<file path="config.mk">
export PLATFORM = sky130hd
export DESIGN_NAME = oam_bus_responder
export DESIGN_NICKNAME = d
export VERILOG_FILES = /design/src/rtl/oam_bus_responder.sv
export SDC_FILE = /design/constraint.sdc
export NUM_CORES = 2
export LEC_CHECK = 0
export CORE_ASPECT_RATIO = 0.8
export CORE_MARGIN = 1.5
export CORE_UTILIZATION = 45
export DETAILED_ROUTE_END_ITERATION = 10
export DONT_BUFFER_PORTS = 1
export GPL_TIMING_DRIVEN = 0
export PLACE_DENSITY = 0.58
export SLEW_MARGIN = 20
export SYNTH_ARGS = -nofsm -noshare
export SYNTH_HDL_FRONTEND = slang
export SYNTH_SLANG_ARGS = --single-unit
</file>
<file path="constraint.sdc">
create_clock -name clk -period 10.7 [get_ports clk]
set_input_delay 1.07 -clock clk [delete_from_list [all_inputs] [get_ports clk]]
set_output_delay 1.07 -clock clk [all_outputs]
set_load 0.03 [all_outputs]
</file>
<file path="src/rtl/oam_bus_responder.sv">
// Sprite attribute memory (OAM) with a CPU/DMA bus port and the PPU mode-2 sprite scan.
// The scan picks the first MAX_SEL entries whose Y range covers the current line.
module oam_bus_responder #(
    parameter logic [15:0] OAM_BASE     = 16'hFE00,
    parameter int          OAM_SIZE     = 160,
    parameter int          MAX_SEL      = 10,
    parameter int          ENTRY_CYCLES = 2
) (
    input  logic        clk,
    input  logic        rst_n,
    input  logic [15:0] db_addr,
    input  logic [7:0]  db_wdata,
    input  logic        db_wr,
    input  logic        db_rd,
    output logic [7:0]  db_rdata,
    output logic        db_sel,
    input  logic        oam_lock,
    input  logic [7:0]  ly,
    input  logic        tall_sprites,
    input  logic        scan_start,
    output logic        scan_busy,
    output logic        scan_done,
    output logic [3:0]  sel_count,
    input  logic [3:0]  sel_rd_addr,
    output logic [5:0]  sel_rd_idx
);

    localparam int          NUM_ENTRIES = OAM_SIZE / 4;
    localparam logic [15:0] OAM_END     = OAM_BASE + 16'(OAM_SIZE);

    localparam logic [1:0] ST_IDLE = 2'd0;
    localparam logic [1:0] ST_SCAN = 2'd1;
    localparam logic [1:0] ST_DONE = 2'd2;

    logic [7:0] mem      [0:OAM_SIZE-1];
    logic [5:0] sel_list [0:MAX_SEL-1];

    logic [1:0] state;
    logic [5:0] entry;
    logic [3:0] phase;

    logic       hit;
    logic       blocked;
    logic [7:0] offset;

    logic [7:0] y_byte;
    logic [8:0] line;
    logic [8:0] y_top;
    logic [8:0] height;
    logic       match;
    logic       last_phase;
    logic       last_entry;
    logic       take;

    assign hit     = (db_addr >= OAM_BASE) && (db_addr < OAM_END);
    assign offset  = 8'(db_addr - OAM_BASE);
    assign blocked = oam_lock | scan_busy;

    assign scan_busy = (state == ST_SCAN);
    assign scan_done = (state == ST_DONE);

    // Y byte of the entry under evaluation; 9-bit compare so line+16 never wraps.
    assign y_byte     = mem[{entry, 2'b00}];
    assign line       = {1'b0, ly} + 9'd16;
    assign y_top      = {1'b0, y_byte};
    assign height     = tall_sprites ? 9'd16 : 9'd8;
    assign match      = (line >= y_top) && (line < y_top + height);
    assign last_phase = (phase == 4'(ENTRY_CYCLES - 1));
    assign last_entry = (entry == 6'(NUM_ENTRIES - 1));
    assign take       = scan_busy && last_phase && match && (sel_count < 4'(MAX_SEL));

    always_ff @(posedge clk) begin
        if (db_wr && hit && !blocked) begin
            mem[offset] <= db_wdata;
        end
    end

    // Non-blocking semantics give the pre-write byte on a same-cycle read.
    always_ff @(posedge clk or negedge rst_n) begin
        if (!rst_n) begin
            db_rdata <= 8'h00;
            db_sel   <= 1'b0;
        end else begin
            db_sel <= db_rd & hit;
            if (db_rd && hit) begin
                db_rdata <= blocked ? 8'hFF : mem[offset];
            end
        end
    end

    always_ff @(posedge clk or negedge rst_n) begin
        if (!rst_n) begin
            state     <= ST_IDLE;
            entry     <= 6'd0;
            phase     <= 4'd0;
            sel_count <= 4'd0;
        end else begin
            case (state)
                ST_IDLE: begin
                    if (scan_start) begin
                        state     <= ST_SCAN;
                        entry     <= 6'd0;
                        phase     <= 4'd0;
                        sel_count <= 4'd0;
                    end
                end
                ST_SCAN: begin
                    if (last_phase) begin
                        phase <= 4'd0;
                        if (take) begin
                            sel_count <= sel_count + 4'd1;
                        end
                        if (last_entry) begin
                            state <= ST_DONE;
                        end else begin
                            entry <= entry + 6'd1;
                        end
                    end else begin
                        phase <= phase + 4'd1;
                    end
                end
                ST_DONE: begin
                    state <= ST_IDLE;
                end
                default: begin
                    state <= ST_IDLE;
                end
            endcase
        end
    end

    always_ff @(posedge clk) begin
        if (take) begin
            for (int i = 0; i < MAX_SEL; i++) begin
                if (sel_count == 4'(i)) begin
                    sel_list[i] <= entry;
                end
            end
        end
    end

    // Slots past the current count read as 6'h3F so stale list contents never leak out.
    always_comb begin
        sel_rd_idx = 6'h3F;
        for (int i = 0; i < MAX_SEL; i++) begin
            if ((sel_rd_addr == 4'(i)) && (4'(i) < sel_count)) begin
                sel_rd_idx = sel_list[i];
            end
        end
    end

endmodule

</file>
## Word level (Yosys, flattened, before mapping)

Memory sizes are Yosys's and may differ from the RTL's.
Cells that the tools add are included.

| word-level totals | value |
|---|---|
| bits in registers | 25 |
| bits in writable memories | 1340 |
| input port bits | 43 |
| output and inout bits | 21 |
| logic and storage cells | 179 |
| memories kept | 2 |

| operators by class | value |
|---|---|
| add/sub/neg operators | 6 |
| order comparisons | 15 |
| equal/unequal tests | 27 |
| multiplexer cells | 85 |
| bitwise logic cells | 2 |
| reduce and logical (&&, ||, !) cells | 36 |

Memory list:

| name | depth | bits a word | read ports | clocked after memory_dff | write ports | RTL line | RTL |
|---|---|---|---|---|---|---|---|
| mem | 160 | 8 | 2 | 0 | 1 | 35 | `logic [7:0] mem [0:OAM_SIZE-1];` |
| sel_list | 10 | 6 | 10 | 0 | 1 | 36 | `logic [5:0] sel_list [0:MAX_SEL-1];` |

Operators by type and width:

| cell | number |
|---|---|
| 6-bit two-way mux | 22 |
| 6-bit OR reduction | 9 |
| 4-bit two-way mux | 13 |
| 1-bit two-way mux | 41 |
| 4-bit by 3-bit == test with 1-bit output, second input constant | 8 |
| 1-bit logical AND | 18 |
| 4-bit by 2-bit == test with 1-bit output, second input constant | 4 |
| 4-bit == test, second input constant | 4 |
| 16-bit greater-or-equal comparator, second input constant | 1 |
| 16-bit less-than comparator, second input constant | 1 |
| 3-bit by 4-bit less-than comparator with 1-bit output, first input constant | 4 |
| 4-bit case mux with 2 select lines | 2 |
| 4-bit by 1-bit == test with 1-bit output, second input constant | 3 |
| 6-bit case mux with 2 select lines | 1 |
| 8-bit by 5-bit adder with 9-bit output | 1 |
| 8-bit by 5-bit adder with 9-bit output, second input constant | 1 |
| 9-bit by 8-bit greater-or-equal comparator with 1-bit output | 1 |
| 9-bit less-than comparator | 1 |
| 4-bit by 1-bit adder with 4-bit output, second input constant | 2 |
| 4-bit zero test | 2 |
| 1-bit by 4-bit less-than comparator with 1-bit output, first input constant | 2 |
| 2-bit by 4-bit less-than comparator with 1-bit output, first input constant | 2 |
| 4-bit less-than comparator, first input constant | 2 |
| 8-bit two-way mux | 1 |
| other kinds (19) | 25 |

## Logic depth before layout (Yosys ltp)

| logic depth | value |
|---|---|
| word-level depth | 18 |
| depth in mapped cells | 22 |
| gate-level depth less buffers | 16 |

## Worst setup path after synthesis

OpenSTA, ideal clock, no wires.

| timing path | value |
|---|---|
| path kind | reg2reg |
| start | register entry[1] |
| end | memory sel_list[9][0] (enable) |
| arrival | 4.649 ns |
| setup slack | 5.730 ns |
| stages on the path, launching flop included | 21 |
| period minus slack after synthesis | 4.970 ns |
| cells stage by stage | dfrtp_1 -> buf_2 -> buf_2 -> clkbuf_1 -> mux4_2 -> mux4_2 -> mux2_2 -> o21ai_2 -> inv_2 -> ha_1 -> a21oi_1 -> nor2_1 -> xnor2_1 -> ha_1 -> a21oi_1 -> nor2b_1 -> o21ai_0 -> and4_1 -> and3_1 -> clkbuf_1 -> and4_1 |

| between the ends | value |
|---|---|
| longest elaborated chain between the ends | 18 |
| elaborated cells on any way between the ends | 54 |

RTL lines:

| what | RTL line | RTL |
|---|---|---|
| start, declared | 39 | `logic [5:0] entry;` |
| start signal, assigned | 116 | `entry <= entry + 6'd1;` |
| memory read 160 x 8 bit * | - |  |
| 8-bit by 5-bit adder with 9-bit output | 67 | `assign match = (line >= y_top) && (line < y_top + height);` |
| 9-bit less-than comparator | 67 |  |
| 1-bit logical AND * | 67 |  |
| 1-bit logical AND * (2 in series) | 70 | `assign take = scan_busy && last_phase && match && (sel_count < 4'(MAX_SEL));` |
| 1-bit two-way mux | 133 | `if (take) begin` |
| 1-bit two-way mux (not written as such) | 136 | `sel_list[i] <= entry;` |
| 6-bit OR reduction (no source line) | - |  |
| 4-bit two-way mux (no source line) or 1-bit two-way mux (tied branches) (9 in series) | - |  |
| end, declared | 36 |  |

Mark *: on every way between the ends. The rest lies on a longest branch, timed or not.

## Worst setup path after layout

| timing path | value |
|---|---|
| start | register entry[1] |
| end | memory sel_list[5][3] (enable) |

Same word-level chain as after synthesis.

==> reports/summary.log <==
[sta] max-slew violation total from the final report 0
[sta] Setup Total Neg Slack 0 ns
[critical_path] capturing element type of the critical path flip-flop
[critical_path] family with the most delay on the worst path buffers and inverters
[cts] hold bufs inserted after CTS 1
[global_route] first-pass GRT wire length 287 mm
[die] Die H 319 µm
[synthesis] number of synthesis warnings 0
[power_and_ir_drop] Power per Cell Area 179 nW/µm²
[cts] buffers from clock root to sink, at most 3
[synthesis] Post-Syn Instances 2787
[critical_path] total buffers and inverters traversed by the critical path 8
[die] Row Count 115
[critical_path] CP startpoint entry[1]
[place] count of buffers inserted at the top-level ports 0
[cts] Clock Sink Count 1365
[synthesis] FF+latch count, synth 1365
[synthesis] unique cell type count in the Yosys netlist 73
[critical_path] Setup CP Type reg -> reg
[place] Placer Congestion 1.02
[routing] Post-route DRC 0
[sta] final setup margin 2.46 ns
[critical_path] destination of the worst register-to-register timing path sel_list[5][3]
[cts] CTS clk-pin slew, worst paths 0.06 ns
[routing] First DRT Iteration DRCs 7144
[job] number of maximum-capacitance constraint violations 0
[place] Detailed Place HPWL 143 mm
[routing] met2 WL post-DR 87.8 mm
[critical_path] cell mode on critical path buf_2
[cts] CTS tree built
[power_and_ir_drop] maximum ir drop on the vdd rail 0.139 mV
[sta] fin crit period 8.24 ns
[layout] Filler Cell Count 9820
[global_route] antenna violations before repair 18
[synthesis] most used flip-flop cell after synthesis edfxtp_1
[critical_path] flop2flop setup slack 2.46 ns
[critical_path] worst path cell trace buf_2, buf_2, buf_2, buf_2, buf_1, mux4_2, nand2_1, nand3_1, o21ai_1, inv_2, ha_1, inv_1, fa_1, nor3_1, xnor2_1, ha_1, nor2b_1, o21ai_0, and4_1, and3_1, clkbuf_1, and4_1
[die] placeable core region 123000 µm²
[synthesis] async set-reset flop share out of synthesis 1.83%
[global_route] global routing usage summed across all routing layers 34.6%
[sta] final count of hold timing violations 0
[cts] count of buffers added by post-CTS timing repair for setup 0
[layout] leading cell type in the layout, fill and taps excluded edfxtp_1
[synthesis] Post-Synthesis Cell Area 56200 µm²
[routing] DR WL met3 38.8 mm
[routing] M1 wire length 81.7 mm
[routing] Final Routed Wirelength 220 mm
[cts] total number of H-tree levels 4
[global_route] overflow left after global routing 0
[routing] highest signal layer in the routed design met5
[routing] DR vias 33720
[critical_path] Worst Path Max Fanout 12
[cts] CTS resizes 0
[layout] commonest cells after routing, fill and taps aside edfxtp_1, mux4_2, nor2_1
[synthesis] fraction of the yosys area taken by sequential cells 72.7%
[global_route] via count of the first global-routing pass 31336
[cts] clock latency reported for the late side of the worst-skew pair 0.80 ns
[critical_path] WP data arrival 8.67 ns
[critical_path] category of the worst setup path launch point flip-flop
[global_route] maximum number of pins on one net before global-route repair 161
[critical_path] total number of cells along the worst setup path 22
[sta] normalized max-slew margin 13.5%
[synthesis] Post-Syn Nets 2854
[sta] Worst-Margin Slew 1.30 ns
[die] initial core utilization 45.6%
[die] die area 127000 µm²
[sta] Fin Clk Skew 0.0346 ns
[critical_path] WP data required 11.14 ns
[cts] Clk Tree Root Cell clkbuf_16
[synthesis] average cell area after synthesis 20.2 µm²
[critical_path] count of cells along the worst register-to-register path 22
[worst_hold_path] worst hold path type in -> async
[critical_path] highest-delay cell along the critical path buf_1
[critical_path] r2r startpoint entry[1]
[run_status] result of the run finished, final reports clean
[place] pre-CTS worst setup slack 2.73 ns
[layout] area growth from synthesis to final layout 11.8%
[layout] layout cells sized above 1 24.4%
[critical_path] crit-path max cell delay 0.80 ns
[layout] Nets 3004
[routing] mean routed wirelength per cell 47.0 µm
[die] ports placed on the boundary 64
[sta] number of endpoints failing setup at the final stage 0
[routing] number of nets still failing antenna checks after routing 0
[sta] RSZ-0062 raised after global routing false
[routing] routed vias/inst 7.20
[sta] final worst-path cycle share 77.0%
[synthesis] number of synthesized flops with an enable pin 1340
[die] Chip Width 398 µm
[cts] number of clock buffers inserted by TritonCTS 138
[routing] drt pass-1 iters 7
[sta] Max Freq 121 MHz
[power_and_ir_drop] leakage power 19.6 nW
-- logic make-up after synthesis --
family / count (synthesis) / synth area share, %
compound gates: 286 / 3.67
xor+xnor: 10 / 0.156
fa+ha+maj: 24 / 0.547
buf+inv: 183 / 1.79
flops: 1365 / 72.7
mux: 474 / 17.5
simple gates: 445 / 3.66
-- per-layer routing --
metal,GRT usage (%),up-vias
li1,-,12069
met1,48.1,17768
met4,16.1,12
met3,17.1,610
met2,45.2,3261
met5,0,-
-- power by group --
group / leakage, nW / internal [mW] / switching (mW)
clock: 2.05 / 2.64 / 2.08
combinational: 5.26 / 0.202 / 0.429
sequential: 12.3 / 5.88 / 0.0473
total: 19.6 / 8.72 / 2.56
-- through the flow --
stage	utilization [%]	std cells	hold WS, ns	total power [mW]	cell area [µm²]
final	50.9	4681	0.111	11.3	62900
after global routing	50.9	4675	0.114	11.4	62900
after CTS	50.9	4675	0.0974	11.2	62800
after detailed placement	47.5	4434	0.515	6.63	58600
after global placement	47.2	4425	0.489	6.62	58300
after floorplan	-	2787	0.468	6.36	56200
-- cell type report --
type	instances	area, µm²	share of cell area (%)
Timing Repair Buffer	10	243	0.386
Sequential cell	1365	40900	65.0
Multi-Input combinational cell	1239	14500	23.0
Clock buffer	180	3680	5.86
Inverter	20	75.1	0.119
Buffer	163	983	1.56
Clock inverter	60	517	0.822
Antenna cell	6	15.0	0.0239
Tap cell	1638	2050	3.26
-- flip-flops by register name, indices dropped and copies added (netlist names) --
name	count
phase	4
entry	6
sel_list	60
mem	1280
db_rdata	8
state	2
db_sel	1
sel_count	4
-- Yosys cell counts (all sizes together) (6+ instances only) --
master / instances / area, µm²
edfxtp: 1340 / 40200
mux4: 400 / 9100
nor2: 214 / 803
buf: 92 / 641
a22oi: 91 / 683
nand2: 71 / 267
clkbuf: 69 / 270
mux2i: 64 / 641
a21oi: 54 / 270
nand3: 37 / 185
o22ai: 26 / 163
dfrtp: 25 / 626
ha: 23 / 288
nor2b: 21 / 131
inv: 19 / 71.3
o21ai: 18 / 101
nor3: 17 / 85.1
a221oi: 15 / 138
and2: 14 / 87.6
a22o: 13 / 114
nor4: 13 / 81.3
mux2: 10 / 113
a211oi: 9 / 67.6
and3: 9 / 56.3
nand4: 8 / 50.1
or3: 8 / 50.1
nand2b: 7 / 43.8
o211ai: 7 / 52.6
o221ai: 7 / 61.3
a31oi: 6 / 37.5
o22a: 6 / 52.6
o31ai: 6 / 45.0
-- how the worst max path moves through the flow --
| stage | slack, ns | end |
|---|---|---|
| floorplan | 5.73 | sel_list[9][0] |
| global placement | 2.83 | sel_list[5][0] |
| detailed placement | 2.73 | sel_list[5][1] |
| CTS | 2.70 | sel_list[5][1] |
| global route | 2.40 | sel_list[5][2] |
| finish | 2.46 | sel_list[5][3] |
(Power assumes the default switching activity.)
